**config.mk**
```make
export PLATFORM = sky130hd
export DESIGN_NAME = peripheral_fifo_responder
export DESIGN_NICKNAME = d
export VERILOG_FILES = /design/src/rtl/peripheral_fifo_responder.sv
export SDC_FILE = /design/constraint.sdc
export NUM_CORES = 1
export LEC_CHECK = 0
export CAP_MARGIN = 20
export CELL_PAD_IN_SITES_DETAIL_PLACEMENT = 2
export CELL_PAD_IN_SITES_GLOBAL_PLACEMENT = 2
export CORE_UTILIZATION = 35
export DETAILED_ROUTE_END_ITERATION = 7
export GPL_TIMING_DRIVEN = 0
export PLACE_DENSITY = 0.68
export SLEW_MARGIN = 30
export SYNTH_ARGS = -nofsm -noshare
export SYNTH_HDL_FRONTEND = slang
export SYNTH_SLANG_ARGS = --single-unit
```
**constraint.sdc**
```tcl
create_clock -name clk -period 3.77 [get_ports clk]
set_clock_uncertainty 0.1 [all_clocks]
set_input_delay 0.5655 -clock clk [delete_from_list [all_inputs] [get_ports clk]]
set_output_delay 0.5655 -clock clk [all_outputs]
set_load 0.05 [all_outputs]
```
**src/rtl/peripheral_fifo_responder.sv**
```systemverilog
// peripheral_fifo_responder
//   Memory-mapped responder that fronts a small FIFO behind the peripheral bus.
//   Word map: 0 DATA (push/pop), 1 STATUS, 2 CONTROL (flush / clear sticky),
//   3 SCRATCH, 4 THRESH. Read data is registered (one cycle latency).
//   Optional build macro PERIPH_FIFO_IRQ_EN adds the THRESH register and a
//   registered level interrupt; without it THRESH reads 0 and irq is tied 0.
//
// Bus protocol: write_en and read_en are single-cycle strobes with no
// back-pressure; every strobe is accepted in the cycle it is seen. Both may be
// high in one cycle for the same address, in which case both act and the read
// observes the state from before the write.
module peripheral_fifo_responder #(
   parameter int DATAWIDTH    = 32,
   parameter int ADDRESSWIDTH = 4,
   parameter int FIFODEPTH    = 8
) (
   input  logic                    clk,
   input  logic                    reset,
   input  logic [ADDRESSWIDTH-1:0] address,
   input  logic [DATAWIDTH-1:0]    data_in,
   output logic [DATAWIDTH-1:0]    data_out,
   input  logic                    write_en,
   input  logic                    read_en,
   output logic                    irq
);

   localparam int CW = $clog2(FIFODEPTH + 1);
   localparam int PW = $clog2(FIFODEPTH);

   localparam logic [ADDRESSWIDTH-1:0] A_DATA    = ADDRESSWIDTH'(0);
   localparam logic [ADDRESSWIDTH-1:0] A_STATUS  = ADDRESSWIDTH'(1);
   localparam logic [ADDRESSWIDTH-1:0] A_CONTROL = ADDRESSWIDTH'(2);
   localparam logic [ADDRESSWIDTH-1:0] A_SCRATCH = ADDRESSWIDTH'(3);
   localparam logic [ADDRESSWIDTH-1:0] A_THRESH  = ADDRESSWIDTH'(4);

   logic [DATAWIDTH-1:0] mem [FIFODEPTH];
   logic [PW-1:0]        wr_ptr;
   logic [PW-1:0]        rd_ptr;
   logic [CW-1:0]        count;
   logic                 overflow;
   logic                 underflow;
   logic [DATAWIDTH-1:0] scratch;
   logic [DATAWIDTH-1:0] thresh_word;

   logic                 is_empty;
   logic                 is_full;
   logic                 push_req;
   logic                 pop_req;
   logic                 do_push;
   logic                 do_pop;
   logic                 overflow_set;
   logic                 underflow_set;
   logic                 flush;
   logic                 clear_sticky;
   logic [DATAWIDTH-1:0] head_word;
   logic [DATAWIDTH-1:0] status_word;
   logic [DATAWIDTH-1:0] rd_value;

   // Decode strobes into FIFO/control actions; a pop frees the slot a
   // concurrent push needs, so push+pop on a full FIFO both succeed.
   always_comb begin
      is_empty      = (count == '0);
      is_full       = (count == CW'(FIFODEPTH));
      push_req      = write_en && (address == A_DATA);
      pop_req       = read_en  && (address == A_DATA);
      do_pop        = pop_req && !is_empty;
      do_push       = push_req && (!is_full || do_pop);
      overflow_set  = push_req && is_full && !do_pop;
      underflow_set = pop_req && is_empty;
      flush         = write_en && (address == A_CONTROL) && data_in[0];
      clear_sticky  = write_en && (address == A_CONTROL) && data_in[1];
   end

   // Storage array: never reset, flush only moves the pointers.
   always_ff @(posedge clk) begin
      if (do_push) mem[wr_ptr] <= data_in;
   end

   // Pointers and occupancy count; flush overrides any same-cycle movement.
   always_ff @(posedge clk or posedge reset) begin
      if (reset) begin
         wr_ptr <= '0;
         rd_ptr <= '0;
         count  <= '0;
      end else if (flush) begin
         wr_ptr <= '0;
         rd_ptr <= '0;
         count  <= '0;
      end else begin
         if (do_push) wr_ptr <= wr_ptr + PW'(1);
         if (do_pop)  rd_ptr <= rd_ptr + PW'(1);
         case ({do_push, do_pop})
            2'b10:   count <= count + CW'(1);
            2'b01:   count <= count - CW'(1);
            default: count <= count;
         endcase
      end
   end

   // Sticky error flags: a new event beats a same-cycle clear.
   always_ff @(posedge clk or posedge reset) begin
      if (reset) begin
         overflow  <= 1'b0;
         underflow <= 1'b0;
      end else begin
         overflow  <= (overflow  && !clear_sticky) || overflow_set;
         underflow <= (underflow && !clear_sticky) || underflow_set;
      end
   end

   // Scratch register, full width.
   always_ff @(posedge clk or posedge reset) begin
      if (reset) scratch <= '0;
      else if (write_en && (address == A_SCRATCH)) scratch <= data_in;
   end

`ifdef PERIPH_FIFO_IRQ_EN
   logic [CW-1:0] thresh;
   logic          irq_q;

   // Threshold register, low CW bits only.
   always_ff @(posedge clk or posedge reset) begin
      if (reset) thresh <= '0;
      else if (write_en && (address == A_THRESH)) thresh <= data_in[CW-1:0];
   end

   // Interrupt follows registered count/flags, so it lags them by one cycle.
   always_ff @(posedge clk or posedge reset) begin
      if (reset) irq_q <= 1'b0;
      else       irq_q <= ((count >= thresh) && (thresh != '0)) || overflow;
   end

   assign irq         = irq_q;
   assign thresh_word = DATAWIDTH'(thresh);
`else
   assign irq         = 1'b0;
   assign thresh_word = '0;
`endif

   // Read-side views: head of FIFO (0 when empty) and packed status word.
   always_comb begin
      head_word      = is_empty ? '0 : mem[rd_ptr];
      status_word    = '0;
      status_word[0] = is_empty;
      status_word[1] = is_full;
      status_word[2] = overflow;
      status_word[3] = underflow;
      status_word[4 +: CW] = count;
   end

   // Read mux over the register map; unmapped and CONTROL read as 0.
   always_comb begin
      rd_value = '0;
      case (address)
         A_DATA:    rd_value = head_word;
         A_STATUS:  rd_value = status_word;
         A_SCRATCH: rd_value = scratch;
         A_THRESH:  rd_value = thresh_word;
         default:   rd_value = '0;
      endcase
   end

   // Registered read data, held while read_en is low.
   always_ff @(posedge clk or posedge reset) begin
      if (reset)        data_out <= '0;
      else if (read_en) data_out <= rd_value;
   end

endmodule
```
Word level (Yosys, flattened, before mapping)
Memory sizes are Yosys's and may differ from the RTL's.
Index checks and enable logic that the tools add are counted.
{"block": "word_totals", "ff_bits": 76, "ramBits": 256, "input_bits": 40, "out_inout_bits": 33, "mem_count": 1}
{"block": "op_classes", "addsub": 4, "eq_ne": 6, "n_mux": 10, "reduce_logical": 25}
{"name": "mem", "depth": 8, "width": 32, "read_ports": 1, "rd_clocked_by_memory_dff": 0, "write_ports": 1, "line_no": "36", "rtl": "logic [DATAWIDTH-1:0] mem [FIFODEPTH];"}
{"op": "$pmux W32 S3", "n": 1}
{"op": "$mux W32", "n": 1}
{"op": "$logic_and A1 B1 Y1", "n": 13}
{"op": "$mux W3", "n": 4}
{"op": "$eq A4 B2 Y1 const B", "n": 2}
{"op": "$logic_not A4 Y1", "n": 2}
{"op": "$pmux W4 S2", "n": 1}
{"op": "$add A3 B1 Y3 const B", "n": 2}
{"op": "$add A4 B1 Y4 const B", "n": 1}
{"op": "$eq A4 B1 Y1 const B", "n": 1}
{"op": "$eq A4 B4 Y1 const B", "n": 1}
{"op": "$logic_not A1 Y1", "n": 4}
{"op": "$mux W4", "n": 1}
{"op": "$reduce_bool A2 Y1", "n": 2}
{"op": "$sub A4 B1 Y4 const B", "n": 1}
{"op": "$logic_or A1 B1 Y1", "n": 3}
{"op": "$reduce_bool A3 Y1", "n": 1}
{"op": "$eq A2 B1 Y1 const B", "n": 1}
{"op": "$eq A2 B2 Y1 const B", "n": 1}
{"op": "$mux W1", "n": 2}

Depth between registers and ports, before layout
Gate-level depths: netlist (run 1).
{"block": "logic_depth", "ltp_word": 8, "ltp_mapped": 10}

Worst setup path after synthesis (run 1)
OpenSTA, ideal clock, no wires.
{"block": "synth_timing", "kind": "in2reg", "startpoint": "in read_en", "endpoint": "mem mem[0][0] (enable)", "setup_ns": 0.461, "arrival_ns": 3.707, "required_ns": 3.209, "path_slack_ns": -0.498, "stages": 5, "cell_sequence": "clkbuf_1 > buf_2 > o211ai_2 > or2_2 > nor3_1"}
{"block": "synth_between", "elab_chain_len": 6}
{"element": "from (decl)", "line_no": "23", "rtl": "input logic read_en,"}
{"element": "$logic_and A1 B1 Y1", "line_no": "65", "rtl": "pop_req = read_en && (address == A_DATA);"}
{"element": "$logic_and A1 B1 Y1", "line_no": "66", "rtl": "do_pop = pop_req && !is_empty;"}
{"element": "$logic_or A1 B1 Y1", "line_no": "67", "rtl": "do_push = push_req && (!is_full || do_pop);"}
{"element": "$logic_and A1 B1 Y1", "line_no": "67"}
{"element": "$mux W1", "line_no": "76", "rtl": "if (do_push) mem[wr_ptr] <= data_in;"}
{"element": "$mux W1 (implied by the code)", "line_no": "76"}
{"element": "to (decl)", "line_no": "36"}
Every way passes these cells.

Worst setup path in the final report (run 1)
{"block": "layout_timing", "startpoint": "in address[1]", "endpoint": "mem mem[7][25] (enable)"}
{"block": "layout_between", "elab_chain_len": 7, "word_cells_on_any_way": 8, "classes_between": "2 x mux; 6 x reduce/logical"}
{"element": "from (decl)", "line_no": "19", "rtl": "input logic [ADDRESSWIDTH-1:0] address,"}
{"element": "$logic_not A4 Y1 *", "line_no": "64, 65"}
{"element": "$logic_and A1 B1 Y1", "line_no": "65"}
{"element": "$logic_and A1 B1 Y1", "line_no": "66"}
{"element": "$logic_or A1 B1 Y1", "line_no": "67"}
{"element": "$logic_and A1 B1 Y1 *", "line_no": "67"}
{"element": "$mux W1 *", "line_no": "76"}
{"element": "$mux W1 (implied by the code) *", "line_no": "76"}
Every way passes the cells marked *; elsewhere a longest branch is shown, timed or not.

==> results of run 1 <==
logic make-up after synthesis:
logic type	Yosys count
flops	332
fa+ha+maj	3
simple gates	87
buf+inv	49
mux	138
compound gates	51
xor+xnor	3
other cells	1
layer usage:
| metal | share of wire | GRT usage | up-vias | wire (um) |
|---|---|---|---|---|
| met4 | 0.025 | 0.0560 | 0 | 850 |
| met3 | 0.035 | 0.0254 | 59 | 1180 |
| met1 | 0.42 | 0.235 | 3697 | 14400 |
| met2 | 0.52 | 0.324 | 162 | 17700 |
| li1 | - | - | 2939 | - |
| met5 | 0 | 0 | - | 0 |
placed cells by master, fill, tap and decap left out, types with 6 or more instances in the layout:
cell             synthesis  layout
edfxtp_1               256     256
dfrtp_1                 76      76
clkdlybuf4s50_1          0      70
mux4_2                  64      64
clkbuf_16                0      38
nor2_1                  42      36
mux2i_1                 35      35
mux2_2                  33      33
clkbuf_1                14      30
a221o_1                 25      25
nand2_1                 12      12
buf_16                   0      12
buf_2                   11      11
nand3_1                 11      11
buf_6                    7      10
o221ai_1                 8       8
inv_1                    8       7
nor2_4                   0       6
power by group through the flow:
stage / Combinational [mW] / Clock (mW) / Sequential [mW]
finish: 1.70 / 3.30 / 4.26
floorplan: 1.12 / 0 / 4.37
global placement: 1.65 / 0 / 4.30
CTS: 1.75 / 3.38 / 4.25
detailed placement: 1.73 / 0 / 4.33
global route: 1.84 / 3.50 / 4.27
registers in the layout, indices dropped and copies added (netlist names):
name / flops
overflow: 1
mem: 256
rd_ptr: 3
data_out: 32
count: 4
wr_ptr: 3
scratch: 32
underflow: 1
metrics by stage:
| step | cell area, um^2 | total power [mW] | worst slack, ns | utilization | instances |
|---|---|---|---|---|---|
| CTS | 15900 | 9.38 | 0.0269 | 0.434 | 1287 |
| global placement | 14400 | 5.95 | -2.23 | 0.391 | 1202 |
| floorplan | 13100 | 5.49 | 0.379 | - | 664 |
| global route | 15900 | 9.61 | 0.216 | 0.435 | 1288 |
| finish | 15900 | 9.26 | 0.303 | 0.435 | 1288 |
| detailed placement | 14800 | 6.06 | -0.459 | 0.404 | 1221 |
area by class of cell:
cell class / count / area, um^2 / share of cell area
buffer: 40 / 235 / 0.0147
clock inverter: 6 / 33.8 / 0.00212
clock buffer: 60 / 1060 / 0.0667
tap: 468 / 586 / 0.0367
multi-input combinational: 283 / 3270 / 0.205
inverter: 9 / 38.8 / 0.00243
timing repair buffer: 90 / 1130 / 0.0710
sequential: 332 / 9590 / 0.601
repair_timing:
action                     4_1_cts  5_1_grt
gates resized for setup          0        0
setup endpoints to repair        0       11
setup buffers                    0        1
worst paths after layout:
kind                                 to  cells past startpoint
min in group clk           data_out[15]                      1
min reg2reg                data_out[15]                      1
min                        data_out[14]                      2
max reg2reg                  mem[7][25]                      6
max in group asynchronous   data_out[6]                      3
max                          mem[7][25]                      6
==> results.yml, run 1 <==
sta:
  clock.fmax_ghz: 0.288
  whs_ns: 0.296
  slew_viol_final: 0
  period_share: 0.920
  worstMarginPinSlew_ns: 1.02
  rsz0062_at_grt: "false"
  maxSlewHeadroom: 0.321
  final-setup-viol-count: 0
  hold_viol: 0
  tns_ns: 0
  min_period_ns: 3.47
critical_path:
  end_kind: "flip-flop"
  critPathSlowestCell: "nor2_4"
  r2r_setup_slack_ns: 0.83
  max_stage_delay_ns: 0.70
  required_ns: 3.89
  arrival_ns: 3.59
  crit_type: "in -> reg"
  cp_cell_sequence: "clkdlybuf4s50_1, nor4_4, buf_2, o2111ai_1, nor2_4, buf_16"
  crit_family: "simple AND/OR/NAND/NOR gates"
  crit_path_start_kind: "input pin"
  crit_buf_inv: 3
  timing.rr.start: "count[1]"
  crit_path_max_fanout: 13
  critPathLaunch: "address[1]"
placement:
  place_congestion: 0.764
  hpwl_um: 22900
  io_buffers: 70
power_and_ir_drop:
  power.density_nw_per_um2: 581
  p_leak_nw: 5.45
  p_seq_frac: 0.459
  pwr-share-comb: 0.184
  p_int_mw: 6.85
  switching_share: 0.261
  switchingPower_mw: 2.42
  p_clk_frac: 0.357
  ir_drop_uv: 319
clock_network:
  clk_path_buf_depth: 3
  htreeDepth: 2
  cts_buffers: 36
  root_buffer: "clkbuf_16"
  cts_hold_buf: 0
  cts_tree: "done"
  insertion_delay_ns: 0.52
  clock-sinks: 332
  clkTransAtPathRegs_ns: 0.06
finish:
  layout-drive-gt1-share: 0.250
  antenna_cells: 0
  fill_cells: 3353
  nNetsFinal: 835
  area_growth_pct: 22.1
die:
  num_rows: 70
  die_area_um2: 38100
  start_util: 0.356
  die-width_um: 195
  core_um2: 36700
  io_pins: 73
  die_h_um: 195
logic_synthesis:
  synth_top_family_by_area: "multiplexers"
  synth_area_um2: 13100
  syn_avg_cell_area_um2: 19.7
  synth-main-ff-cell: "edfxtp_1"
  synth_common_cells: "edfxtp_1, dfrtp_1, mux4_2"
  yosys.area.top_type: "edfxtp_1"
  seq_area_frac_synth: 0.734
  synth_fa_ha_area_frac: 0.00287
  post-synth-top-count-cell: "edfxtp_1"
  synth_nets: 707
  synth_top_area_share: 0.589
  ys_top_cells_by_area: "edfxtp_1, dfrtp_1, mux4_2"
  muxShareOfSynthArea: 0.171
  ys_ff_latch: 332
  synth_compound_area_frac: 0.0347
  synth_xor_area_frac: 0.00201
  yosysWarningCount: 0
  ys_types: 47
  syn_inst: 664
  synthArstFlopShare: 0.229
  synth_edf_count: 256
  synth-simple-area-share: 0.0343
detailed_routing:
  ant_nets: 0
  post_drt_wl_per_cell_um: 26.5
  dr.first_iter.drc_count: 402
  dr.pass1.iters: 5
  num_vias: 6857
  drc_errors: 0
  wl_um: 34100
  vias_per_cell: 5.32
outcome:
  status: "complete, no violations"
global_routing:
  grt_pass1_vias: 7897
  grt_pass1_wl_um: 51500
  antenna_found_initial: 0
  grt_overflow: 0
  grt_max_degree: 47
  grt_usage: 0.184
min_path:
  hp-class: "in -> async"
job:
  drv_cap: 0
(Power assumes the default switching activity.)
==> run 2, diff against run 1 <==
--- a/config.mk
+++ b/config.mk
@@ -11,7 +11,7 @@
 export CORE_UTILIZATION = 35
 export DETAILED_ROUTE_END_ITERATION = 7
 export GPL_TIMING_DRIVEN = 0
-export PLACE_DENSITY = 0.68
+export PLACE_DENSITY = 0.75
 export SLEW_MARGIN = 30
 export SYNTH_ARGS = -nofsm -noshare
 export SYNTH_HDL_FRONTEND = slang
==> constraint.sdc (replaced) <==
create_clock -name clk -period 3.77 [get_ports clk]
set_clock_uncertainty 0.1 [all_clocks]
set_input_delay 1.131 -clock clk [delete_from_list [all_inputs] [get_ports clk]]
set_output_delay 1.131 -clock clk [all_outputs]
set_load 0.05 [all_outputs]
==> results.yml, run 2 (synthesis results as in run 1) <==
outcome:
  status: "complete, no violations"
power_and_ir_drop:
  power.density_nw_per_um2: 584
  ir_drop_uv: 304
  p_seq_frac: 0.456
  switchingPower_mw: 2.43
  p_int_mw: 6.93
  p_clk_frac: 0.361
  p_leak_nw: 5.50
  pwr-share-comb: 0.184
  switching_share: 0.259
finish:
  largest_reg_flops: 256
  layout-drive-gt1-share: 0.260
  multiInputGateArea_um2: 3280
  top_register: "mem"
  area_growth_pct: 22.7
  nNetsFinal: 844
  seqCellArea_um2: 9590
  final_cell_count_no_fill: 1296
  final_cell_mix: "edfxtp_1, dfrtp_1, clkdlybuf4s50_1"
  fill_cells: 3319
  design_area_um2: 16000
  largestRegisters: "mem x256, data_out x32, scratch x32"
  layout_commonest_cell: "edfxtp_1"
detailed_routing:
  ant_nets: 0
  post_drt_wl_per_cell_um: 26.8
  num_vias: 6885
  wl_um: 34700
  dr.pass1.iters: 4
  vias_per_cell: 5.31
  drc_errors: 0
  dr.first_iter.drc_count: 451
sta:
  maxSlewHeadroom: 0.310
  min_period_ns: 3.63
  slew_viol_final: 0
  period_share: 0.964
  whs_ns: 0.400
  final-setup-viol-count: 0
  clock.fmax_ghz: 0.275
  worstMarginPinSlew_ns: 1.04
  hold_viol: 0
  rsz0062_at_grt: "false"
min_path:
  hp-class: "reg -> reg"
  worstHoldPathCells: 1
  hold_end: "scratch[28]"
  min_from: "scratch[28]"
critical_path:
  r2r-end: "mem[6][16]"
  end_kind: "flip-flop"
  max_stage_delay_ns: 0.60
  r2r_setup_slack_ns: 1.14
  timing.rr.start: "count[0]"
  arrival_ns: 3.74
  crit_path_frequent_cell: "buf_16"
  crit_type: "in -> reg"
  crit_path_start_kind: "input pin"
  critPathSlowestCell: "clkdlybuf4s50_1"
  crit_buf_inv: 4
  crit_family: "buffers and inverters"
  cp_cell_sequence: "clkdlybuf4s50_1, nor4_4, buf_2, o2111ai_2, nor2_4, buf_16, buf_16"
  ff2ff_path_depth: 6
  required_ns: 3.88
  crit_path_max_fanout: 12
clock_network:
  cts_buffers: 36
  cts_tree: "done"
  clkTransAtPathRegs_ns: 0.06
  clock-sinks: 332
  htreeDepth: 2
  insertion_delay_ns: 0.51
  clk_path_buf_depth: 3
  root_buffer: "clkbuf_16"
die:
  start_util: 0.356
  core_um2: 36700
  num_rows: 70
  die_area_um2: 38100
  die-width_um: 195
  io_pins: 73
  die_h_um: 195
placement:
  place_congestion: 0.753
  dpl.cell_count: 1221
  postPlaceCellArea_um2: 14800
  io_buffers: 70
  hpwl_um: 23300
global_routing:
  grt_overflow: 0
  grt_usage: 0.187
  grt_max_degree: 62
  grt_pass1_wl_um: 51800
  antenna_found_initial: 2
  grt_pass1_vias: 7908
job:
  drv_cap: 0
[run 2: power by group through the flow]
| stage | combinational (mW) | clock, mW | sequential [mW] |
|---|---|---|---|
| after floorplan | 1.12 | 0 | 4.37 |
| after global placement | 1.64 | 0 | 4.31 |
| after detailed placement | 1.73 | 0 | 4.33 |
| after CTS | 1.74 | 3.45 | 4.26 |
| after global routing | 1.84 | 3.56 | 4.28 |
| final | 1.72 | 3.37 | 4.27 |
[run 2: routing by layer]
layer	vias up	share of wire	track usage	routed length (um)
li1	2961	-	-	-
met1	3698	0.40	0.229	13900
met2	162	0.54	0.336	18600
met3	62	0.037	0.0257	1280
met4	2	0.024	0.0671	839
met5	-	0.00049	0	17
[run 2: repair_timing]
item,CTS,global route
setup endpoints to repair,113,8
setup buffers,7,2
resized for setup,1,0
pin swaps,5,1
hold buffers,0,0
[run 2: through the flow]
stage / total power, mW / TNS, ns / setup slack (ns) / utilization
3_3_place_gp: 5.95 / -660.44 / -2.54 / 0.391
6_report: 9.36 / 0 / 0.136 / 0.436
5_1_grt: 9.68 / 0 / 0.0820 / 0.436
2_1_floorplan: 5.49 / -33.41 / -0.187 / -
4_1_cts: 9.44 / 0 / 0.0524 / 0.436
3_5_place_dp: 6.05 / -129.55 / -0.835 / 0.404
[run 2: worst max path at each step]
stage                     from  slack (ns)  depth (start not counted)         end
finish              address[1]        0.14                          7  mem[3][20]
global route        address[1]        0.08                          7  mem[1][17]
CTS                 address[1]        0.05                          7  mem[2][19]
detailed placement  address[1]       -0.84                          7  mem[5][20]
global placement    address[1]       -2.54                          5  mem[3][19]
floorplan              read_en       -0.19                          5   mem[2][0]
[run 2: final cells by class]
| class | instances | share of cell area |
|---|---|---|
| diodes | 1 | 0.000156 |
| clock inverters | 10 | 0.00602 |
| inverters | 9 | 0.00242 |
| clock buffers | 54 | 0.0637 |
| multi-input cells | 283 | 0.205 |
| flip-flops and latches | 332 | 0.599 |
| plain buffers | 40 | 0.0145 |
| well taps | 468 | 0.0366 |
| repair buffers | 99 | 0.0734 |
==> run 3, diff against run 2 <==
--- a/config.mk
+++ b/config.mk
@@ -8,10 +8,12 @@
 export CAP_MARGIN = 20
 export CELL_PAD_IN_SITES_DETAIL_PLACEMENT = 2
 export CELL_PAD_IN_SITES_GLOBAL_PLACEMENT = 2
+export CORE_MARGIN = 2
 export CORE_UTILIZATION = 35
 export DETAILED_ROUTE_END_ITERATION = 7
 export GPL_TIMING_DRIVEN = 0
 export PLACE_DENSITY = 0.75
+export RECOVER_POWER = 50
 export SLEW_MARGIN = 30
 export SYNTH_ARGS = -nofsm -noshare
 export SYNTH_HDL_FRONTEND = slang
==> results.yml, run 3 (synthesis results as in run 1) <==
power_and_ir_drop:
  power.density_nw_per_um2: 593
  p_seq_frac: 0.448
  switching_share: 0.263
  ir_drop_uv: 250
  p_int_mw: 7.00
  p_clk_frac: 0.372
  switchingPower_mw: 2.50
  p_leak_nw: 5.50
  pwr-share-comb: 0.180
placement:
  hpwl_um: 23900
  pre_cts_ws_ns: -0.840
  place_congestion: 0.741
  io_buffers: 70
die:
  die-width_um: 197
  start_util: 0.356
  die_h_um: 197
  die_area_um2: 38900
  core_um2: 36700
  io_pins: 73
  num_rows: 70
finish:
  layout-drive-gt1-share: 0.265
  layout_commonest_cell: "edfxtp_1"
  antenna_cells: 0
  area_growth_pct: 22.7
  largestRegisters: "mem x256, data_out x32, scratch x32"
  multiInputGateArea_um2: 3260
  seqCellArea_um2: 9590
  largest_reg_flops: 256
  postLayoutCoreUtil: 0.437
  nNetsFinal: 840
  fill_cells: 3368
  top_register: "mem"
  final_cell_mix: "edfxtp_1, dfrtp_1, mux4_2"
critical_path:
  end_kind: "flip-flop"
  r2r_setup_slack_ns: 1.08
  crit_path_start_kind: "input pin"
  crit_path_max_fanout: 8
  required_ns: 3.88
  crit_type: "in -> reg"
  arrival_ns: 3.67
sta:
  clock.fmax_ghz: 0.281
  worstMarginPinSlew_ns: 1.68
  final-setup-viol-count: 0
  slew_viol_final: 33
  tns_ns: 0
  maxSlewHeadroom: -0.129
  period_share: 0.944
  fin_ws_ns: 0.210
  rsz0062_at_grt: "false"
  min_period_ns: 3.56
  hold_viol: 0
clock_network:
  clkTransAtPathRegs_ns: 0.06
  clock-sinks: 332
  cts_hold_buf: 0
  insertion_delay_ns: 0.52
  htreeDepth: 2
  cts_buffers: 37
  cts_tree: "done"
  root_buffer: "clkbuf_16"
  clk_path_buf_depth: 3
detailed_routing:
  num_vias: 6940
  post_drt_wl_per_cell_um: 27.0
  dr.pass1.iters: 4
  wl_um: 34900
  ant_nets: 0
  vias_per_cell: 5.37
  dr.first_iter.drc_count: 457
  drc_errors: 0
global_routing:
  grt_pass1_vias: 8149
  grt_pass1_wl_um: 53400
  grt_max_degree: 45
  grt_overflow: 0
  antenna_found_initial: 1
  grt_usage: 0.188
min_path:
  hp-class: "reg -> reg"
outcome:
  status: "finished, violations left"
  violations: "max-capacitance violations, max-slew violations"
job:
  drv_cap: 1
run 3: changes by cell type in the layout (fill, tap and decap cells not counted), moves of 2 or more:
cell | before | now
clkbuf_8 | 3 | 1
dlygate4sd3_1 | 0 | 34
clkbuf_1 | 28 | 20
clkbuf_2 | 0 | 2
buf_4 | 14 | 7
clkinv_4 | 0 | 3
clkinvlp_4 | 0 | 3
buf_6 | 10 | 12
clkdlybuf4s50_1 | 70 | 36
run 3: stage by stage:
| stage | instance area, um^2 | power [mW] | instances | hold WS (ns) |
|---|---|---|---|---|
| finish | 16000 | 9.50 | 1292 | 0.396 |
| global route | 16000 | 9.86 | 1292 | 0.427 |
| CTS | 16000 | 9.63 | 1292 | 0.400 |
| detailed placement | 14800 | 6.07 | 1222 | 0.386 |
| global placement | 14400 | 5.95 | 1202 | 0.375 |
| floorplan | 13100 | 5.49 | 664 | 0.359 |
run 3: worst max-delay path, cell delays in order:
cell and delay [ns]:
clkdlybuf4s50_1 0.59, nor4_4 0.53, o211ai_2 0.22, or2_2 0.44, nor3_4 0.37, buf_6 0.22, buf_6 0.17
run 3: path summary, 6_finish.rpt:
kind | cells past startpoint | from | end
hold / removal | 1 | scratch[28] | scratch[28]
setup / recovery | 7 | address[1] | mem[0][9]
setup reg to reg | 6 | count[2] | rd_ptr[1]
min in group asynchronous | 2 | reset | scratch[13]
max in group asynchronous | 3 | reset | data_out[8]
hold reg to reg | 1 | scratch[28] | scratch[28]
run 3: area by class of cell:
type	instances	share of cell area
Sequential cell	332	0.599
Multi-Input combinational cell	283	0.203
Timing Repair Buffer	94	0.0702
Clock buffer	46	0.0619
Tap cell	468	0.0365
Buffer	40	0.0144
Clock inverter	20	0.0130
Inverter	9	0.00219
run 3: layer usage:
layer | global-route usage | vias to the layer above | share of wire
met1 | 0.230 | 3754 | 0.40
met5 | 0 | - | 0
li1 | - | 2957 | -
met4 | 0.0568 | 0 | 0.025
met2 | 0.347 | 168 | 0.54
met3 | 0.0227 | 61 | 0.037
run 3: power groups by stage:
stage	clock network [mW]	logic, mW	registers (mW)
after detailed placement	0	1.75	4.33
after floorplan	0	1.12	4.37
after CTS	3.62	1.76	4.25
final	3.54	1.71	4.26
after global placement	0	1.65	4.30
after global routing	3.74	1.85	4.27
run 3: timing repair:
| item | CTS | global route |
|---|---|---|
| buffers inserted | 4 | 0 |
| resized for setup | 1 | 0 |
| setup endpoints to repair | 112 | 0 |
